## src/rtl/uart_ctrl_pkg.sv

```systemverilog
// Shared constants for the UART interrupt service controller: register map,
// IIR interrupt codes and the controller / APB sequencing state encodings.
package uart_ctrl_pkg;

  localparam logic [4:0] ADDR_DR   = 5'd0;
  localparam logic [4:0] ADDR_IER  = 5'd1;
  localparam logic [4:0] ADDR_IIR  = 5'd2;
  localparam logic [4:0] ADDR_FCR  = 5'd2;
  localparam logic [4:0] ADDR_LCR  = 5'd3;
  localparam logic [4:0] ADDR_LSR  = 5'd5;
  localparam logic [4:0] ADDR_MSR  = 5'd6;
  localparam logic [4:0] ADDR_DIV1 = 5'd7;
  localparam logic [4:0] ADDR_DIV2 = 5'd8;

  localparam logic [3:0] IIR_LS   = 4'd6;
  localparam logic [3:0] IIR_RX   = 4'd4;
  localparam logic [3:0] IIR_TX   = 4'd2;
  localparam logic [3:0] IIR_MS   = 4'd0;
  localparam logic [3:0] IIR_NONE = 4'd1;

  typedef enum logic [3:0] {
    ST_OFF,
    ST_INIT,
    ST_WAIT_IRQ,
    ST_RD_IIR,
    ST_DISPATCH,
    ST_RX_LSR,
    ST_RX_DR,
    ST_RX_HOLD,
    ST_TX_WR,
    ST_LS_RD,
    ST_MS_RD
  } ctrl_state_e;

  typedef enum logic [1:0] {
    APB_IDLE,
    APB_SETUP,
    APB_ACCESS
  } apb_state_e;

  // Register written at each step of the five-write init sequence.
  function automatic logic [4:0] init_addr(input logic [2:0] step);
    case (step)
      3'd0:    return ADDR_DIV1;
      3'd1:    return ADDR_DIV2;
      3'd2:    return ADDR_LCR;
      3'd3:    return ADDR_FCR;
      default: return ADDR_IER;
    endcase
  endfunction

endpackage

```

## src/rtl/uart_apb_master.sv

```systemverilog
// Single-outstanding APB master: SETUP, ACCESS until PREADY, then at least one
// idle cycle (IDLE) before the next request is accepted.
module uart_apb_master
  import uart_ctrl_pkg::*;
(
  input  logic        clk_i,
  input  logic        rst_ni,
  input  logic        req_i,
  input  logic        wr_i,
  input  logic [4:0]  addr_i,
  input  logic [31:0] wdata_i,
  output logic        done_o,
  output logic [7:0]  rdata_o,
  output logic        err_o,
  output logic        busy_o,
  output logic        psel_o,
  output logic        penable_o,
  output logic        pwrite_o,
  output logic [4:0]  paddr_o,
  output logic [31:0] pwdata_o,
  input  logic [31:0] prdata_i,
  input  logic        pready_i,
  input  logic        pslverr_i
);

  apb_state_e  state_q, state_d;
  logic        pwrite_q;
  logic [4:0]  paddr_q;
  logic [31:0] pwdata_q;
  logic        accept;
  logic        unused_prdata;

  assign accept = (state_q == APB_IDLE) && req_i;

  always_ff @(posedge clk_i or negedge rst_ni) begin
    if (!rst_ni) begin
      state_q  <= APB_IDLE;
      pwrite_q <= 1'b0;
      paddr_q  <= '0;
      pwdata_q <= '0;
    end else begin
      state_q <= state_d;
      if (accept) begin
        pwrite_q <= wr_i;
        paddr_q  <= addr_i;
        pwdata_q <= wdata_i;
      end
    end
  end

  always_comb begin
    state_d = state_q;
    unique case (state_q)
      APB_IDLE:   if (req_i) state_d = APB_SETUP;
      APB_SETUP:  state_d = APB_ACCESS;
      APB_ACCESS: if (pready_i) state_d = APB_IDLE;
      default:    state_d = APB_IDLE;
    endcase
  end

  // Strobes decode straight from the state flops so reset drops them at once.
  assign psel_o        = (state_q != APB_IDLE);
  assign penable_o     = (state_q == APB_ACCESS);
  assign pwrite_o      = pwrite_q;
  assign paddr_o       = paddr_q;
  assign pwdata_o      = pwdata_q;
  assign busy_o        = psel_o;
  assign done_o        = penable_o && pready_i;
  assign err_o         = done_o && pslverr_i;
  assign rdata_o       = prdata_i[7:0];
  assign unused_prdata = ^prdata_i[31:8];

endmodule

```

## src/rtl/uart_irq_service_ctrl.sv

```systemverilog
// Configures the UART over APB, then services its interrupt: RX drain to a
// byte stream, TX refill from a byte stream, line/modem status reporting.
module uart_irq_service_ctrl
  import uart_ctrl_pkg::*;
#(
  parameter int TX_BURST = 16,
  parameter int RX_BURST = 16
) (
  input  logic        PCLK,
  input  logic        PRESETn,
  output logic        PSEL,
  output logic        PENABLE,
  output logic        PWRITE,
  output logic [4:0]  PADDR,
  output logic [31:0] PWDATA,
  input  logic [31:0] PRDATA,
  input  logic        PREADY,
  input  logic        PSLVERR,
  input  logic        irq,
  input  logic        cfg_start,
  input  logic [15:0] cfg_divisor,
  input  logic [7:0]  cfg_lcr,
  input  logic [7:0]  cfg_fcr,
  input  logic [3:0]  cfg_ier,
  output logic        init_done,
  output logic        busy,
  input  logic        tx_valid,
  input  logic [7:0]  tx_data,
  output logic        tx_ready,
  output logic        rx_valid,
  output logic [7:0]  rx_data,
  input  logic        rx_ready,
  output logic        ls_valid,
  output logic [7:0]  ls_status,
  output logic        ms_valid,
  output logic [7:0]  ms_status,
  output logic        slverr
);

  localparam logic [4:0] TX_LIM = 5'(TX_BURST);
  localparam logic [4:0] RX_LIM = 5'(RX_BURST);

  ctrl_state_e state_q, state_d;
  logic [2:0]  step_q, step_d;
  logic [4:0]  cnt_q, cnt_d;
  logic [3:0]  iir_q, iir_d;
  logic        init_done_q, init_done_d;
  logic [7:0]  rx_data_q, rx_data_d;
  logic        ls_valid_q, ls_valid_d;
  logic [7:0]  ls_status_q, ls_status_d;
  logic        ms_valid_q, ms_valid_d;
  logic [7:0]  ms_status_q, ms_status_d;
  logic        slverr_q, slverr_d;

  logic [15:0] div_q;
  logic [7:0]  lcr_q, fcr_q;
  logic [3:0]  ier_q;
  logic        cfg_load;
  logic [31:0] init_wdata;

  logic        apb_req, apb_wr, apb_done, apb_err, apb_busy;
  logic [4:0]  apb_addr;
  logic [31:0] apb_wdata;
  logic [7:0]  apb_rdata;

  uart_apb_master u_apb (
    .clk_i     (PCLK),
    .rst_ni    (PRESETn),
    .req_i     (apb_req),
    .wr_i      (apb_wr),
    .addr_i    (apb_addr),
    .wdata_i   (apb_wdata),
    .done_o    (apb_done),
    .rdata_o   (apb_rdata),
    .err_o     (apb_err),
    .busy_o    (apb_busy),
    .psel_o    (PSEL),
    .penable_o (PENABLE),
    .pwrite_o  (PWRITE),
    .paddr_o   (PADDR),
    .pwdata_o  (PWDATA),
    .prdata_i  (PRDATA),
    .pready_i  (PREADY),
    .pslverr_i (PSLVERR)
  );

  always_ff @(posedge PCLK or negedge PRESETn) begin
    if (!PRESETn) begin
      state_q     <= ST_OFF;
      step_q      <= '0;
      cnt_q       <= '0;
      iir_q       <= '0;
      init_done_q <= 1'b0;
      rx_data_q   <= '0;
      ls_valid_q  <= 1'b0;
      ls_status_q <= '0;
      ms_valid_q  <= 1'b0;
      ms_status_q <= '0;
      slverr_q    <= 1'b0;
    end else begin
      state_q     <= state_d;
      step_q      <= step_d;
      cnt_q       <= cnt_d;
      iir_q       <= iir_d;
      init_done_q <= init_done_d;
      rx_data_q   <= rx_data_d;
      ls_valid_q  <= ls_valid_d;
      ls_status_q <= ls_status_d;
      ms_valid_q  <= ms_valid_d;
      ms_status_q <= ms_status_d;
      slverr_q    <= slverr_d;
    end
  end

  // Configuration snapshot taken on the accepted cfg_start; no reset needed.
  always_ff @(posedge PCLK) begin
    if (cfg_load) begin
      div_q <= cfg_divisor;
      lcr_q <= cfg_lcr;
      fcr_q <= cfg_fcr;
      ier_q <= cfg_ier;
    end
  end

  always_comb begin
    init_wdata = '0;
    case (step_q)
      3'd0:    init_wdata[7:0] = div_q[7:0];
      3'd1:    init_wdata[7:0] = div_q[15:8];
      3'd2:    init_wdata[7:0] = lcr_q;
      3'd3:    init_wdata[7:0] = fcr_q;
      default: init_wdata[3:0] = ier_q;
    endcase
  end

  always_comb begin
    state_d     = state_q;
    step_d      = step_q;
    cnt_d       = cnt_q;
    iir_d       = iir_q;
    init_done_d = init_done_q;
    rx_data_d   = rx_data_q;
    ls_valid_d  = 1'b0;
    ls_status_d = ls_status_q;
    ms_valid_d  = 1'b0;
    ms_status_d = ms_status_q;
    slverr_d    = slverr_q | apb_err;
    apb_req     = 1'b0;
    apb_wr      = 1'b0;
    apb_addr    = ADDR_DR;
    apb_wdata   = '0;
    tx_ready    = 1'b0;
    cfg_load    = 1'b0;

    unique case (state_q)
      ST_OFF: begin
        if (cfg_start) begin
          cfg_load = 1'b1;
          step_d   = '0;
          state_d  = ST_INIT;
        end
      end
      ST_INIT: begin
        apb_req   = 1'b1;
        apb_wr    = 1'b1;
        apb_addr  = init_addr(step_q);
        apb_wdata = init_wdata;
        if (apb_done) begin
          if (step_q == 3'd4) begin
            init_done_d = 1'b1;
            state_d     = ST_WAIT_IRQ;
          end else begin
            step_d = step_q + 3'd1;
          end
        end
      end
      ST_WAIT_IRQ: begin
        if (irq) state_d = ST_RD_IIR;
      end
      ST_RD_IIR: begin
        apb_req  = 1'b1;
        apb_addr = ADDR_IIR;
        if (apb_done) begin
          iir_d   = apb_rdata[3:0];
          state_d = ST_DISPATCH;
        end
      end
      ST_DISPATCH: begin
        cnt_d = '0;
        case (iir_q)
          IIR_LS:   state_d = ST_LS_RD;
          IIR_RX:   state_d = ST_RX_LSR;
          IIR_TX:   state_d = ST_TX_WR;
          IIR_MS:   state_d = ST_MS_RD;
          IIR_NONE: state_d = ST_WAIT_IRQ;
          default:  state_d = ST_WAIT_IRQ;
        endcase
      end
      ST_RX_LSR: begin
        apb_req  = 1'b1;
        apb_addr = ADDR_LSR;
        if (apb_done) begin
          if (apb_rdata[4:1] != 4'd0) begin
            ls_valid_d  = 1'b1;
            ls_status_d = apb_rdata;
          end
          state_d = (apb_rdata[0] && (cnt_q < RX_LIM)) ? ST_RX_DR : ST_WAIT_IRQ;
        end
      end
      ST_RX_DR: begin
        apb_req  = 1'b1;
        apb_addr = ADDR_DR;
        if (apb_done) begin
          rx_data_d = apb_rdata;
          state_d   = ST_RX_HOLD;
        end
      end
      ST_RX_HOLD: begin
        if (rx_ready) begin
          cnt_d   = cnt_q + 5'd1;
          state_d = ST_RX_LSR;
        end
      end
      ST_TX_WR: begin
        apb_wr    = 1'b1;
        apb_addr  = ADDR_DR;
        apb_wdata = {24'd0, tx_data};
        // Only decide on the next byte once the previous write has retired.
        if (!apb_busy) begin
          if (tx_valid && (cnt_q < TX_LIM)) apb_req = 1'b1;
          else                              state_d = ST_WAIT_IRQ;
        end
        if (apb_done) begin
          tx_ready = 1'b1;
          cnt_d    = cnt_q + 5'd1;
        end
      end
      ST_LS_RD: begin
        apb_req  = 1'b1;
        apb_addr = ADDR_LSR;
        if (apb_done) begin
          ls_valid_d  = 1'b1;
          ls_status_d = apb_rdata;
          state_d     = ST_RX_LSR;
        end
      end
      ST_MS_RD: begin
        apb_req  = 1'b1;
        apb_addr = ADDR_MSR;
        if (apb_done) begin
          ms_valid_d  = 1'b1;
          ms_status_d = apb_rdata;
          state_d     = ST_WAIT_IRQ;
        end
      end
      default: state_d = ST_OFF;
    endcase
  end

  assign init_done = init_done_q;
  assign busy      = apb_busy;
  assign rx_valid  = (state_q == ST_RX_HOLD);
  assign rx_data   = rx_data_q;
  assign ls_valid  = ls_valid_q;
  assign ls_status = ls_status_q;
  assign ms_valid  = ms_valid_q;
  assign ms_status = ms_status_q;
  assign slverr    = slverr_q;

endmodule

```

## config.mk

```make
export PLATFORM = sky130hd
export DESIGN_NAME = uart_irq_service_ctrl
export DESIGN_NICKNAME = d
export VERILOG_FILES = /design/src/rtl/uart_ctrl_pkg.sv /design/src/rtl/uart_apb_master.sv /design/src/rtl/uart_irq_service_ctrl.sv
export SDC_FILE = /design/constraint.sdc
export NUM_CORES = 1
export LEC_CHECK = 0
export ABC_AREA = 1
export ABC_CLOCK_PERIOD_IN_PS = 2950
export BUFFER_PORTS_ARGS = -buffer_cell sky130_fd_sc_hd__clkbuf_2
export CAP_MARGIN = 5
export CELL_PAD_IN_SITES_DETAIL_PLACEMENT = 0
export CELL_PAD_IN_SITES_GLOBAL_PLACEMENT = 1
export CORE_MARGIN = 4
export CORE_UTILIZATION = 33
export DETAILED_ROUTE_END_ITERATION = 8
export GPL_ROUTABILITY_DRIVEN = 1
export PLACE_DENSITY = 0.76
export SLEW_MARGIN = 20
export SYNTH_ARGS = -nofsm -noshare
export SYNTH_HDL_FRONTEND = slang
export SYNTH_SLANG_ARGS = --single-unit
export TNS_END_PERCENT = 50
```

## constraint.sdc

```tcl
create_clock -name PCLK -period 2.95 [get_ports PCLK]
set_clock_uncertainty 0.05 [all_clocks]
set_input_delay 0.295 -clock PCLK [delete_from_list [all_inputs] [get_ports PCLK]]
set_output_delay 0.295 -clock PCLK [all_outputs]
set_load 0.1 [all_outputs]
```

# After elaboration in Yosys (flattened, before gate mapping)
# Cells that the tools add are included.
# classes
magnitude_cmp	1
n_reduce_logical	26
n_eq_ne	36
mux	46
addsub	2
n_bitwise	1
# ops
op	n
one-hot mux 4 bit (4 select lines)	5
two-way mux 4 bit	12
one-hot mux 4 bit (11 select lines)	1
one-hot mux 8 bit (2 select lines)	2
== test 4 x 3 -> 1 bit (second input constant)	6
two-way mux 8 bit	3
!= test 2 x 1 -> 1 bit (second input constant)	9
!= test 2 bit (second input constant)	8
one-hot mux 5 bit (3 select lines)	1
== test 4 x 2 -> 1 bit (second input constant)	3
== test 4 bit (second input constant)	3
two-way mux 3 bit	4
AND reduction 12 bit	1
two-way mux 1 bit	10
two-way mux 5 bit	2
logical NOT 4 bit	2
AND reduction 2 bit	4
AND reduction 4 bit	2
== test 3 x 2 -> 1 bit (second input constant)	2
one-hot mux 2 bit (3 select lines)	1
one-hot mux 3 bit (2 select lines)	1
AND reduction 3 bit	2
nonzero test 2 bit	3
OR reduction 6 bit	1
17 further kinds	24
# word_totals
word_cells	131
inputBits	84
output_inout_bits	71
register_bits	120

# Depth between registers and ports, before layout
# Gate-level depths: netlist (run 1).
# depth
depth_word	7
mapped_depth	12
ltp_nobuf	12

# Modules after synthesis
# From an unflattened synthesis (run 1), not the netlist that was laid out.
# hier_totals
hier_cells	604
area_unflattened_um2	5421.4
# modules_own_cells
mod	area_per_inst_um2	cells_per_inst	seq_area_each_um2	n_inst
uart_irq_service_ctrl	3756.1	416	2182.1	1
uart_apb_master	1665.3	188	1001.0	1

# Least setup slack after synthesis (run 1)
# Ideal clock, no wire load.
# synth_path
kind	flip-flop to flip-flop
start	register state_q[2]
end	register div_q[0] (enable)
synth_period_minus_slack_ns	2.823
n_path_buf	0
path_stages_with_launch	4
setup_slack_ns	0.127
required_time_ns	2.471
setup_ns	0.429
t_arrival_ns	2.343
cell_sequence	dfrtp_1 > nor2_2 > nand2_1 > nor2_1
# synth_between
elab_chain_cells	2
# synth_rtl
item	line	text
start, declared	uart_irq_service_ctrl.sv:43	ctrl_state_e state_q, state_d;
start signal, assigned	uart_irq_service_ctrl.sv:101	state_q <= state_d;
logical NOT 4 bit	uart_irq_service_ctrl.sv:155	unique case (state_q)
two-way mux 1 bit	uart_irq_service_ctrl.sv:155	
net cfg_load	uart_irq_service_ctrl.sv:58	logic cfg_load;
end signal, assigned	uart_irq_service_ctrl.sv:118	div_q <= cfg_divisor;
end, declared	uart_irq_service_ctrl.sv:55	logic [15:0] div_q;
# The timed path passes the listed nets, and every way through them passes these cells.
# A chain may end at the register's enable or synchronous reset.

# Worst setup path after layout (run 1)
# layout_path
start	register state_q[1]
end	output port tx_ready
# layout_between
elab_chain_cells	2
# layout_rtl
item	line	text
== test 4 bit	uart_irq_service_ctrl.sv:155	
two-way mux 1 bit	uart_irq_service_ctrl.sv:155	
end, declared	uart_irq_service_ctrl.sv:29	output logic tx_ready,
# Every way passes these cells.

==> results of run 1 <==
## worst max-delay path, stage by stage, from the launching register on
cell and delay (ns):
dfrtp_1 0.46, nor2_1 0.36, nand2_1 0.21, nor2_1 0.16, clkbuf_2 0.48
## state kept, by name, summed over array words and instances (netlist names)
signal and count:
ier_q 4, state_q 4, u_apb.pwrite_o 1, iir_q 4, fcr_q 8, rx_data 8, lcr_q 8, ms_status 8
u_apb.pwdata_o 8, cnt_q 5, u_apb.state_q 2, ls_valid 1, step_q 3, ls_status 8, u_apb.paddr_o 4, init_done 1
slverr 1, ms_valid 1, div_q 16
## per-stage QoR
stage	std cells	worst slack [ns]	util, %
after detailed placement	789	0.7982	38.64
final	805	0.5769	41.13
after CTS	805	0.5951	41.13
after global placement	789	0.8702	38.64
after global routing	805	0.4738	41.13
after floorplan	539	0.1275	-
## report_power, final
part / internal [W] / switching [W] / total (W)
clock network: 0.000754 / 0.000518 / 0.00127
logic: 0.000630 / 0.00292 / 0.00355
registers: 0.00179 / 0.000242 / 0.00203
## per-layer routing
layer	vias up	routed length [µm]	global-route usage [%]
met3	19	604	3.284
met4	0	259	5.485
met1	1618	4822	17.60
met5	-	0	0
met2	111	4711	21.48
li1	1804	-	-
## path summary, 6_finish.rpt
| check | from | end | slack, ns |
|---|---|---|---|
| max | state_q[1] | tx_ready | 0.58 |
| min | PRESETn | rx_data[1] | 0.05 |
| max reg2reg | step_q[0] | u_apb.pwdata_o[0] | 0.84 |
| min reg2reg | slverr | slverr | 0.41 |
| max in group asynchronous | PRESETn | u_apb.paddr_o[2] | 2.28 |
| min in group PCLK | cfg_divisor[10] | div_q[10] | 0.07 |
## area by class of cell
class / count / area (µm²) / share of cell area (%)
inverters: 49 / 183.9 / 3.364
well taps: 176 / 220.2 / 4.027
flip-flops and latches: 95 / 2557 / 46.77
multi-input cells: 360 / 1620 / 29.63
clock inverters: 7 / 105.1 / 1.922
repair buffers: 109 / 555.5 / 10.16
clock buffers: 9 / 225.2 / 4.119
## cell usage in the layout (no fill, tap or decap), types with 2 or more instances in the layout
cell and instances:
buf_4 4, nor2_4 4, nand3_1 26, clkbuf_16 9
nand4_1 6, dfrtp_1 59, inv_1 42, edfxtp_1 36
conb_1 25, nor2_1 29, clkinv_4 2, bufinv_16 2
inv_2 7, clkbuf_2 105, ha_1 6, xor2_1 2
o21ai_1 18, nor2_2 4, nand2_1 206, o21ai_0 20
## logic make-up (layout without fill, tap and decap cells)
kind of cell / Yosys count / after routing
AOI/OAI and AO/OA: 46 / 46
buffers and inverters: 84 / 174
adders and majority gates: 6 / 6
other: 1 / 25
xor gates and xnor gates: 3 / 3
and+or+nand+nor: 280 / 280
DFF: 95 / 95
==> metrics.md, run 1 <==
| Metric | Value |
|---|---|
| Status | `completed` |
| Final hold slack | `approximately 0.048 ns` |
| CTS Root Cell | `clkbuf_16` |
| Synth unique cells | `34` |
| Area grow syn2layout | `21.09%` |
| Worst-margin pin slew | `a little under 0.8 ns` |
| Period utilization | `80.44%` |
| N_diodes | `0` |
| Synth Area in Compound Gates | `5.680%` |
| Predominant post-synthesis flop cell | `dfrtp_1` |
| Num Clock Sinks | `95` |
| Tot Pwr | `0.006858 W` |
| Top-count cell post-synth | `nand2_1` |
| Main combinational cell family by area after synthesis | `simple AND/OR/NAND/NOR gates` |
| Top cells by area, synth | `dfrtp_1, edfxtp_1, nand2_1` |
| Pwr dens | `1254 mW/mm²` |
| Final hold vios | `0` |
| Largest net degree at the start of global routing | `60` |
| Worst EP required | `2.61 ns` |
| Final setup TNS | `0 ns` |
| Number of global-route vias before repair | `between 3000 and 4000` |
| RSZ-0062 raised after global routing | `no` |
| I/O pin count | `approximately 160` |
| H-tree Lvls | `3` |
| Synth Area in Simple Gates | `between 20% and 30%` |
| Post-synth top area share | `between 30% and 40%` |
| Critical path capture point type | `output port` |
| Vias | `3552` |
| CTS tree | `yes` |
| Hold Path Class | `input pin to async pin` |
| Mux share of post-synthesis cell area | `0%` |
| Synth Area in XOR/XNOR | `0.5819%` |
| First-pass GRT wire length | `16990 µm` |
| Register-to-Register Path Depth | `11` |
| Drt initial violations | `between 100 and 150` |
| Detail Route Antenna Nets | `0` |
| Gate Count Post-Synth | `approximately 520` |
| Layout cell share with drive strength beyond 1 | `23.21%` |
| Die Wd | `approximately 120 µm` |
| Top cells by count, synth | `nand2_1, dfrtp_1, inv_1, edfxtp_1, nor2_1` |
| Fill cells | `1355` |
| Cell Area, Placed | `between 0.005 and 0.006 mm²` |
| Post-CTS setup buffers | `0` |
| Row count | `42` |
| Sequential area share after synthesis | `a little under three fifths` |
| Core area | `~0.013 mm²` |
| Initial Util | `roughly 34%` |
| Ys Warns | `0` |
| Max-slew headroom | `around 48%` |
| Synth area leader | `dfrtp_1` |
| Drt pass-1 iters | `4` |
| Final setup fails | `0` |
| Worst EP arrival | `between 2 and 2.5 ns` |
| Syn_area_per_cell | `between 8 and 9 µm²` |
| CTS Hold Bufs | `0` |
| Post-CTS Resized | `0` |
| Antenna violations before repair | `0` |
| GRT overflow | `0` |
| Post-route cell area | `~0.0055 mm²` |
| Routed WL | `about 10000 µm` |
| Post-route DRC | `0` |
| NumNets Final | `between 700 and 800` |
| Routed wire length per instance | `approximately 13 µm` |
| Clock buffer depth | `2` |
| Crit path launch type | `register` |
| Via density | `roughly 4.4` |
| Worst vdd ir | `602.7 µV` |
| Die H | `between 100 and 150 µm` |
| Post-DP HPWL | `approximately 8000 µm` |
| Post-synth EDFFs | `36` |
| Fin crit period | `roughly 2.4 ns` |
| Clock Latency Late Sink | `approximately 0.34 ns` |
| Fmax | `between 400 and 500 MHz` |
| Total die area | `approximately 0.016 mm²` |
| Adder-Cell Fraction of Synth Area | `around 1.7%` |
| Tot GR Track Use | `13.45%` |
| Gpl congestion | `around 0.86` |
| Synth Register Bits | `95` |
| Pleak | `approximately 2.8 nW` |
| Total CTS buffers | `9` |
| Kind of critical path | `register to output port` |
| Port buffer count | `approximately 110` |
| CTS clk-pin slew, worst paths | `0.07 ns` |
| Max cap viols | `0` |
| Crit path max fanout | `6` |
| Final Max Tran Viols | `0` |
| Asr flop ratio synth | `between 60% and 70%` |
| Synthesized cell area | `approximately 0.0045 mm²` |
(Power assumes the default switching activity.)
==> run 2, diff against run 1 <==
- ABC_CLOCK_PERIOD_IN_PS: 2950 -> 2100
- clock period: 2.95 -> 2.1 ns (I/O delays scaled with it)
==> run 2 against run 1 <==
Cell count is 5.3% higher. Core utilization is 3.3 points higher. Setup slack got worse by 0.46 ns. Sequential cell count unchanged.
==> metrics.md, run 2 (same netlist as run 1, synthesis figures left out) <==
| Metric | Value |
|---|---|
| Status | `completed (unchanged)` |
| N_diodes | `0 (unchanged)` |
| Final setup TNS | `0 ns (unchanged)` |
| GRT overflow | `0 (unchanged)` |
| Port buffer count | `105 (unchanged)` |
| Worst EP required | `1.84 ns (was 2.61 ns)` |
| Drt initial violations | `159 (was 134)` |
| Final Max Tran Viols | `0 (unchanged)` |
| Most common cell after layout, fill and taps aside | `nand2_1 (unchanged)` |
| NumNets Final | `757 (was 714)` |
| M1 GR Usage | `20.46% (was 17.60%)` |
| Detail Route Antenna Nets | `0 (unchanged)` |
| Tot GR Track Use | `15.09% (was 13.45%)` |
| I/O pin count | `155 (unchanged)` |
| Fin crit period | `just under 2 ns` |
| WP depth | `4 (unchanged)` |
| CTS tree | `yes (unchanged)` |
| Gpl congestion | `0.8697 (was 0.8580)` |
| Number of global-route vias before repair | `3809 (was 3409)` |
| Clock Latency Late Sink | `0.35 ns (was 0.34 ns)` |
| Post-CTS setup buffers | `0 (unchanged)` |
| Routing usage on met3 | `4.350% (was 3.284%)` |
| Routed wire length per instance | `13.56 µm (was 12.92 µm)` |
| Cell Area, Placed | `0.005228 mm² (was 0.005137 mm²)` |
| Num Clock Sinks | `95 (unchanged)` |
| CTS Root Cell | `clkbuf_16 (unchanged)` |
| Final hold vios | `0 (unchanged)` |
| Fill cells | `1304 (was 1355)` |
| Crit path launch type | `register (unchanged)` |
| Delay-heaviest family, CP | `buffers and inverters (was simple AND/OR/NAND/NOR gates)` |
| Row count | `42 (unchanged)` |
| Routed WL | `11500 µm (was 10400 µm)` |
| Antenna violations before repair | `0 (unchanged)` |
| RSZ-0062 raised after global routing | `no (unchanged)` |
| Commonest non-fill, non-tap cells in the layout | `nand2_1, clkbuf_2, dfrtp_1 (unchanged)` |
| Die Wd | `125.0 µm (unchanged)` |
| Layout cell share with drive strength beyond 1 | `23.36% (was 23.21%)` |
| H-tree Lvls | `3 (unchanged)` |
| Hold Path Class | `input pin to register (was input pin to async pin)` |
| Register-to-Register Path Depth | `8 (was 11)` |
| Max cap viols | `0 (unchanged)` |
| Crit path max fanout | `6 (unchanged)` |
| Die H | `125.0 µm (unchanged)` |
| Biggest register | `div_q (unchanged)` |
| Register area | `0.002557 mm² (unchanged)` |
| Pleak | `2.978 nW (was 2.801 nW)` |
| Drt pass-1 iters | `6 (was 4)` |
| CP max stage delay | `0.50 ns (was 0.48 ns)` |
| Clock buffer depth | `2 (unchanged)` |
| Util after Layout | `44.43% (was 41.13%)` |
| Kind of critical path | `register to output port (unchanged)` |
| Total die area | `0.01562 mm² (unchanged)` |
| GR Layer Usage met2 | `24.04% (was 21.48%)` |
| Post-route cell area | `0.005907 mm² (was 0.005468 mm²)` |
| Crit path from | `state_q[3] (was state_q[1])` |
| Post-DP HPWL | `8227 µm (was 7860 µm)` |
| CP Cell Sequence | `inv_2, nand2_4, nor2_2, clkbuf_2 (was nor2_1, nand2_1, nor2_1, clkbuf_2)` |
| Largest register FFs | `16 (unchanged)` |
| Initial Util | `33.96% (unchanged)` |
| Multi-input gate area | `0.001643 mm² (was 0.001620 mm²)` |
| Period utilization | `94.38%` |
| Worst EP arrival | `1.72 ns (was 2.03 ns)` |
| Largest net degree at the start of global routing | `40 (was 60)` |
| Reg-to-Reg End | `u_apb.paddr_o[1] (was u_apb.pwdata_o[0])` |
| Reg2reg setup slack | `0.22 ns (was 0.84 ns)` |
| Core area | `0.01330 mm² (unchanged)` |
| Crit path max-delay cell type | `clkbuf_2 (unchanged)` |
| Vias | `3788 (was 3552)` |
| Worst-margin pin slew | `0.6034 ns (was 0.7830 ns)` |
| First-pass GRT wire length | `19150 µm (was 16990 µm)` |
| CP endpoint | `rx_valid (was tx_ready)` |
| Final setup fails | `0 (unchanged)` |
| Bufs and invs on worst path | `2 (was 1)` |
| Worst reg2reg startpoint | `state_q[1] (was step_q[0])` |
| Post-route DRC | `0 (unchanged)` |
| Critical path capture point type | `output port (unchanged)` |
| Via density | `4.467 (was 4.412)` |
| Area grow syn2layout | `30.81% (was 21.09%)` |
| Worst vdd ir | `1125 µV (was 602.7 µV)` |
| Fmax | `approximately 500 MHz` |
| Pwr dens | `1638 mW/mm² (was 1254 mW/mm²)` |
| GR peak layer | `met2 (unchanged)` |
| Max-slew headroom | `59.77% (was 47.61%)` |
| CTS clk-pin slew, worst paths | `0.07 ns (about the same)` |
| Total CTS buffers | `9 (unchanged)` |
==> run 2: cell types whose count changed in the layout (fill, tap and decap cells not counted), sizes merged <==
cell,change
dlygate4sd3,+37
buf,+7
bufinv,-2
clkbuf,-1
clkinvlp,+1
inv,+1
==> run 2: routing by layer <==
metal | routed length [µm] | share of wire (%) | vias up
li1 | - | - | 1885
met1 | 5354 | 47 | 1792
met2 | 5425 | 47 | 103
met3 | 626 | 5.4 | 8
met4 | 89 | 0.77 | 0
met5 | 0 | 0 | -
==> run 2: worst reg2reg max path: stages (launching register included) <==
cell and delay (ns):
dfrtp_1 0.45, inv_2 0.06, nor2_1 0.24, nand2_1 0.20
nand2_1 0.15, nor2_4 0.06, a21oi_4 0.38, nand2_1 0.14
nand2_1 0.09
==> run 2: worst min-delay path by stage <==
stage / slack (ns) / endpoint / start / cells past startpoint
6_report: 0.03 / slverr / PSLVERR / 2
5_1_grt: 0.02 / slverr / PSLVERR / 2
4_1_cts: 0.02 / slverr / PSLVERR / 2
2_1_floorplan: -0.14 / cnt_q[0] / PRESETn / 0
3_3_place_gp: 0.18 / cnt_q[1] / PRESETn / 1
3_5_place_dp: 0.21 / cnt_q[3] / PRESETn / 1
==> run 2: stage by stage <==
step	power (W)	setup WS [ns]	instances	hold WS, ns
4_1_cts	0.009742	0.07390	848	0.01605
3_5_place_dp	0.008063	0.05467	795	0.2112
5_1_grt	0.01026	0.02255	848	0.02364
3_3_place_gp	0.008003	0.1284	795	0.1836
2_1_floorplan	0.007018	-0.05916	539	-0.1356
6_report	0.009677	0.1179	848	0.02843
==> run 2: cell type report <==
cell class,instances,area share [%]
clock inverter,7,1.123
multi-input combinational,360,27.81
sequential,95,43.30
tap,176,3.728
timing repair buffer,152,17.12
inverter,49,3.114
clock buffer,9,3.813
==> run 2: power breakdown <==
group          switching, W  total, W  internal [W]
clock network      0.000762   0.00159      0.000829
registers          0.000360   0.00288       0.00252
logic               0.00419   0.00521       0.00102
total               0.00532   0.00968       0.00436
==> run 2: what timing repair did <==
item | in CTS | in global routing
resized for setup | 1 | 3
endpoints found under the setup margin | 1 | 8
endpoints found under the hold margin | 56 | 0
hold buffers | 37 | 0
==> run 3, diff against run 2 <==
- CORE_UTILIZATION: 33 -> 35
- PLACE_DENSITY: 0.76 -> 0.77
- SKIP_LAST_GASP: default -> 1
- SYNTH_HIERARCHICAL: default -> 1
==> run 3 against run 2 <==
Maximum frequency decreased by 0.84%. Synthesized cell count is 17% higher. Register-to-register slack worse by 0.02 ns. Non-clock buffer count up 39. Global-route usage rose by 2.0 points. Sequential cell count rose by 25. Clock-buffer cell count increased by 15. Via count is 20% higher. Synthesized area grew 20%. Hold slack improved by 0.037 ns. Wire length grew 25%. Die area increased by 12%. Largest cell class unchanged.
==> metrics.md, run 3 <==
| Metric | Value |
|---|---|
| Synth Area in XOR/XNOR | `0.4847% (was 0.5819%)` |
| Worst hold start | `PRDATA[0] (was PSLVERR)` |
| Critical path capture point type | `output port (unchanged)` |
| Post-DP HPWL | `10140 µm (was 8227 µm)` |
| NumNets Final | `901 (was 757)` |
| Bufs and invs on worst path | `2 (unchanged)` |
| Final Max Tran Viols | `0 (unchanged)` |
| Synth Area in Simple Gates | `25.80% (was 25.71%)` |
| Die H | `132.5 µm (was 125.0 µm)` |
| Drt pass-1 iters | `4 (was 6)` |
| CTS clk-pin slew, worst paths | `0.05 ns (was 0.07 ns)` |
| Row count | `45 (was 42)` |
| N_diodes | `0 (unchanged)` |
| Gpl congestion | `0.9161 (was 0.8697)` |
| Register-to-Register Path Depth | `7 (was 8)` |
| Max cap viols | `0 (unchanged)` |
| Most common cell after layout, fill and taps aside | `nand2_1 (unchanged)` |
| Adder-Cell Fraction of Synth Area | `1.385% (was 1.663%)` |
| Vias | `4557 (was 3788)` |
| Post-synth top area share | `38.77% (was 32.70%)` |
| Crit path max-delay cell type | `clkbuf_2 (unchanged)` |
| Final setup fails | `0 (unchanged)` |
| Drt initial violations | `235 (was 159)` |
| Worst EP arrival | `1.74 ns (was 1.72 ns)` |
| Kind of critical path | `register to output port (unchanged)` |
| Num Clock Sinks | `120 (was 95)` |
| Clock buffer depth | `2 (unchanged)` |
| Area grow syn2layout | `38.43% (was 30.81%)` |
| Post-CTS setup buffers | `0 (unchanged)` |
| Largest net degree at the start of global routing | `52 (was 40)` |
| Largest register FFs | `32 (was 16)` |
| Final hold vios | `0 (unchanged)` |
| Synth unique cells | `32 (was 34)` |
| Routed wire length per instance | `14.24 µm (was 13.56 µm)` |
| Hold Path End | `ls_status[0] (was slverr)` |
| Worst-margin pin slew | `0.5787 ns (was 0.6034 ns)` |
| I/O pin count | `155 (unchanged)` |
| Top cells by count, synth | `nand2_1, dfrtp_1, nand3_1, inv_1 (was nand2_1, dfrtp_1, inv_1, edfxtp_1, nor2_1)` |
| Top-count cell post-synth | `nand2_1 (unchanged)` |
| Synth area leader | `dfrtp_1 (unchanged)` |
| Multi-input gate area | `0.001958 mm² (was 0.001643 mm²)` |
| Tot GR Track Use | `17.11% (was 15.09%)` |
| Layout cell share with drive strength beyond 1 | `24.88% (was 23.36%)` |
| Predominant post-synthesis flop cell | `dfrtp_1 (unchanged)` |
| Synthesized cell area | `0.005421 mm² (was 0.004516 mm²)` |
| Top cells by area, synth | `dfrtp_1, edfxtp_1, nand2_1 (unchanged)` |
| Worst EP required | `1.84 ns (about the same)` |
| GRT overflow | `0 (unchanged)` |
| Depth of the worst hold-timing path | `3 (was 2)` |
| CTS Root Cell | `clkbuf_16 (unchanged)` |
| Via density | `4.503 (was 4.467)` |
| Sequential area share after synthesis | `58.71% (was 56.64%)` |
| Hold Path Class | `input pin to register (unchanged)` |
| Crit path max fanout | `7 (was 6)` |
| Gate Count Post-Synth | `604 (was 515)` |
| Reg-to-Reg End | `u_apb/paddr_o[2] (was u_apb.paddr_o[1])` |
| Fmax | `500.3 MHz (was 504.5 MHz)` |
| Total CTS buffers | `17 (was 9)` |
| Synth Register Bits | `120 (was 95)` |
| Total die area | `0.01755 mm² (was 0.01562 mm²)` |
| CTS tree | `yes (unchanged)` |
| Die Wd | `132.5 µm (was 125.0 µm)` |
| H-tree Lvls | `4 (was 3)` |
| Mux share of post-synthesis cell area | `0% (unchanged)` |
| Clock Latency Late Sink | `0.41 ns (was 0.35 ns)` |
| Final hold slack | `0.06541 ns (was 0.02843 ns)` |
| Crit path launch type | `register (unchanged)` |
| Port buffer count | `130 (was 105)` |
| Commonest non-fill, non-tap cells in the layout | `nand2_1, clkbuf_2, dfrtp_1 (unchanged)` |
| Util after Layout | `49.37% (was 44.43%)` |
| Routed WL | `14410 µm (was 11500 µm)` |
| Number of global-route vias before repair | `4690 (was 3809)` |
| Main combinational cell family by area after synthesis | `simple AND/OR/NAND/NOR gates (unchanged)` |
| Ys Warns | `6 (was 0)` |
| CP Cell Sequence | `inv_2, nand2_2, nor2_2, clkbuf_2 (was inv_2, nand2_4, nor2_2, clkbuf_2)` |
| CP max stage delay | `0.48 ns (was 0.50 ns)` |
| Synth Area in Compound Gates | `6.393% (was 5.680%)` |
| Worst reg2reg startpoint | `state_q[3] (was state_q[1])` |
| RSZ-0062 raised after global routing | `yes (was no)` |
| Register area | `0.003183 mm² (was 0.002557 mm²)` |
| Initial Util | `35.66% (was 33.96%)` |
| Setup ws final | `0.1012 ns (was 0.1179 ns)` |
| Fin crit period | `1.999 ns (was 1.982 ns)` |
| Post-route DRC | `0 (unchanged)` |
| Reg2reg setup slack | `0.20 ns (was 0.22 ns)` |
| Syn_area_per_cell | `8.976 µm² (was 8.768 µm²)` |
| Period utilization | `95.18% (was 94.38%)` |
| Fill cells | `1435 (was 1304)` |
| Max-slew headroom | `61.58% (was 59.77%)` |
| Post-synth EDFFs | `36 (unchanged)` |
| Core area | `0.01520 mm² (was 0.01330 mm²)` |
| Asr flop ratio synth | `70.00% (was 62.11%)` |
| Delay-heaviest family, CP | `buffers and inverters (unchanged)` |
| First-pass GRT wire length | `23680 µm (was 19150 µm)` |
| Antenna violations before repair | `0 (unchanged)` |
| Status | `completed (unchanged)` |
| Detail Route Antenna Nets | `0 (unchanged)` |
| Setup WS pre-CTS | `0.1967 ns (was 0.05467 ns)` |
run 3: logic make-up after synthesis:
kind of cell               count (synthesis)
other                                      1
buffers and inverters                     84
adders and majority gates                  6
and+or+nand+nor                          332
xor gates and xnor gates                   3
DFF                                      120
AOI/OAI and AO/OA                         58
run 3: layer usage:
| layer | share of wire, % | GRT usage (%) | vias to the layer above |
|---|---|---|---|
| li1 | - | - | 2343 |
| met1 | 44 | 21.14 | 2076 |
| met2 | 49 | 28.47 | 129 |
| met3 | 6.0 | 5.399 | 9 |
| met4 | 1.2 | 5.831 | 0 |
| met5 | 0 | 0 | - |
run 3: what timing repair did:
item | CTS | global route
endpoints found under the hold margin | 77 | 0
setup endpoints to repair | 0 | 7
resized for setup | 0 | 1
hold buffers | 44 | 0
run 3: stage by stage:
step	TNS [ns]	area [µm²]	cells
3_3_place_gp	0	6451	936
6_report	0	7505	1012
5_1_grt	-0.02879	7505	1012
4_1_cts	0	7502	1012
2_1_floorplan	-0.7705	5522	628
3_5_place_dp	0	6451	936
run 3: worst register-to-register path: cells and delay by family, from the launching register on:
family / cells / cell delay (ns)
DFF: 1 / 0.44
buffers and inverters: 2 / 0.43
AOI/OAI and AO/OA: 1 / 0.24
and+or+nand+nor: 4 / 0.67
run 3: worst max path at each step:
stage,from,end,slack [ns],cells after the start
after floorplan,u_apb/state_q[0],u_apb/pwdata_o[16],-0.06,9
after global placement,step_q[2],u_apb/pwdata_o[1],0.23,11
after detailed placement,step_q[2],u_apb/pwdata_o[1],0.20,11
after CTS,u_apb/state_q[0],tx_ready,0.08,7
after global routing,state_q[3],u_apb/paddr_o[2],-0.01,7
final,state_q[3],rx_valid,0.10,4
run 3: cell type report:
class                   count  area share, %
flip-flops and latches    120          42.41
multi-input cells         424          26.09
repair buffers            191          17.37
clock buffers              24          6.569
well taps                 188          3.134
inverters                  57          2.851
clock inverters             8          1.567
Power of run 3 is not shown: default switching activity piles up to over one toggle a cycle in this logic, so the estimate is an artifact.
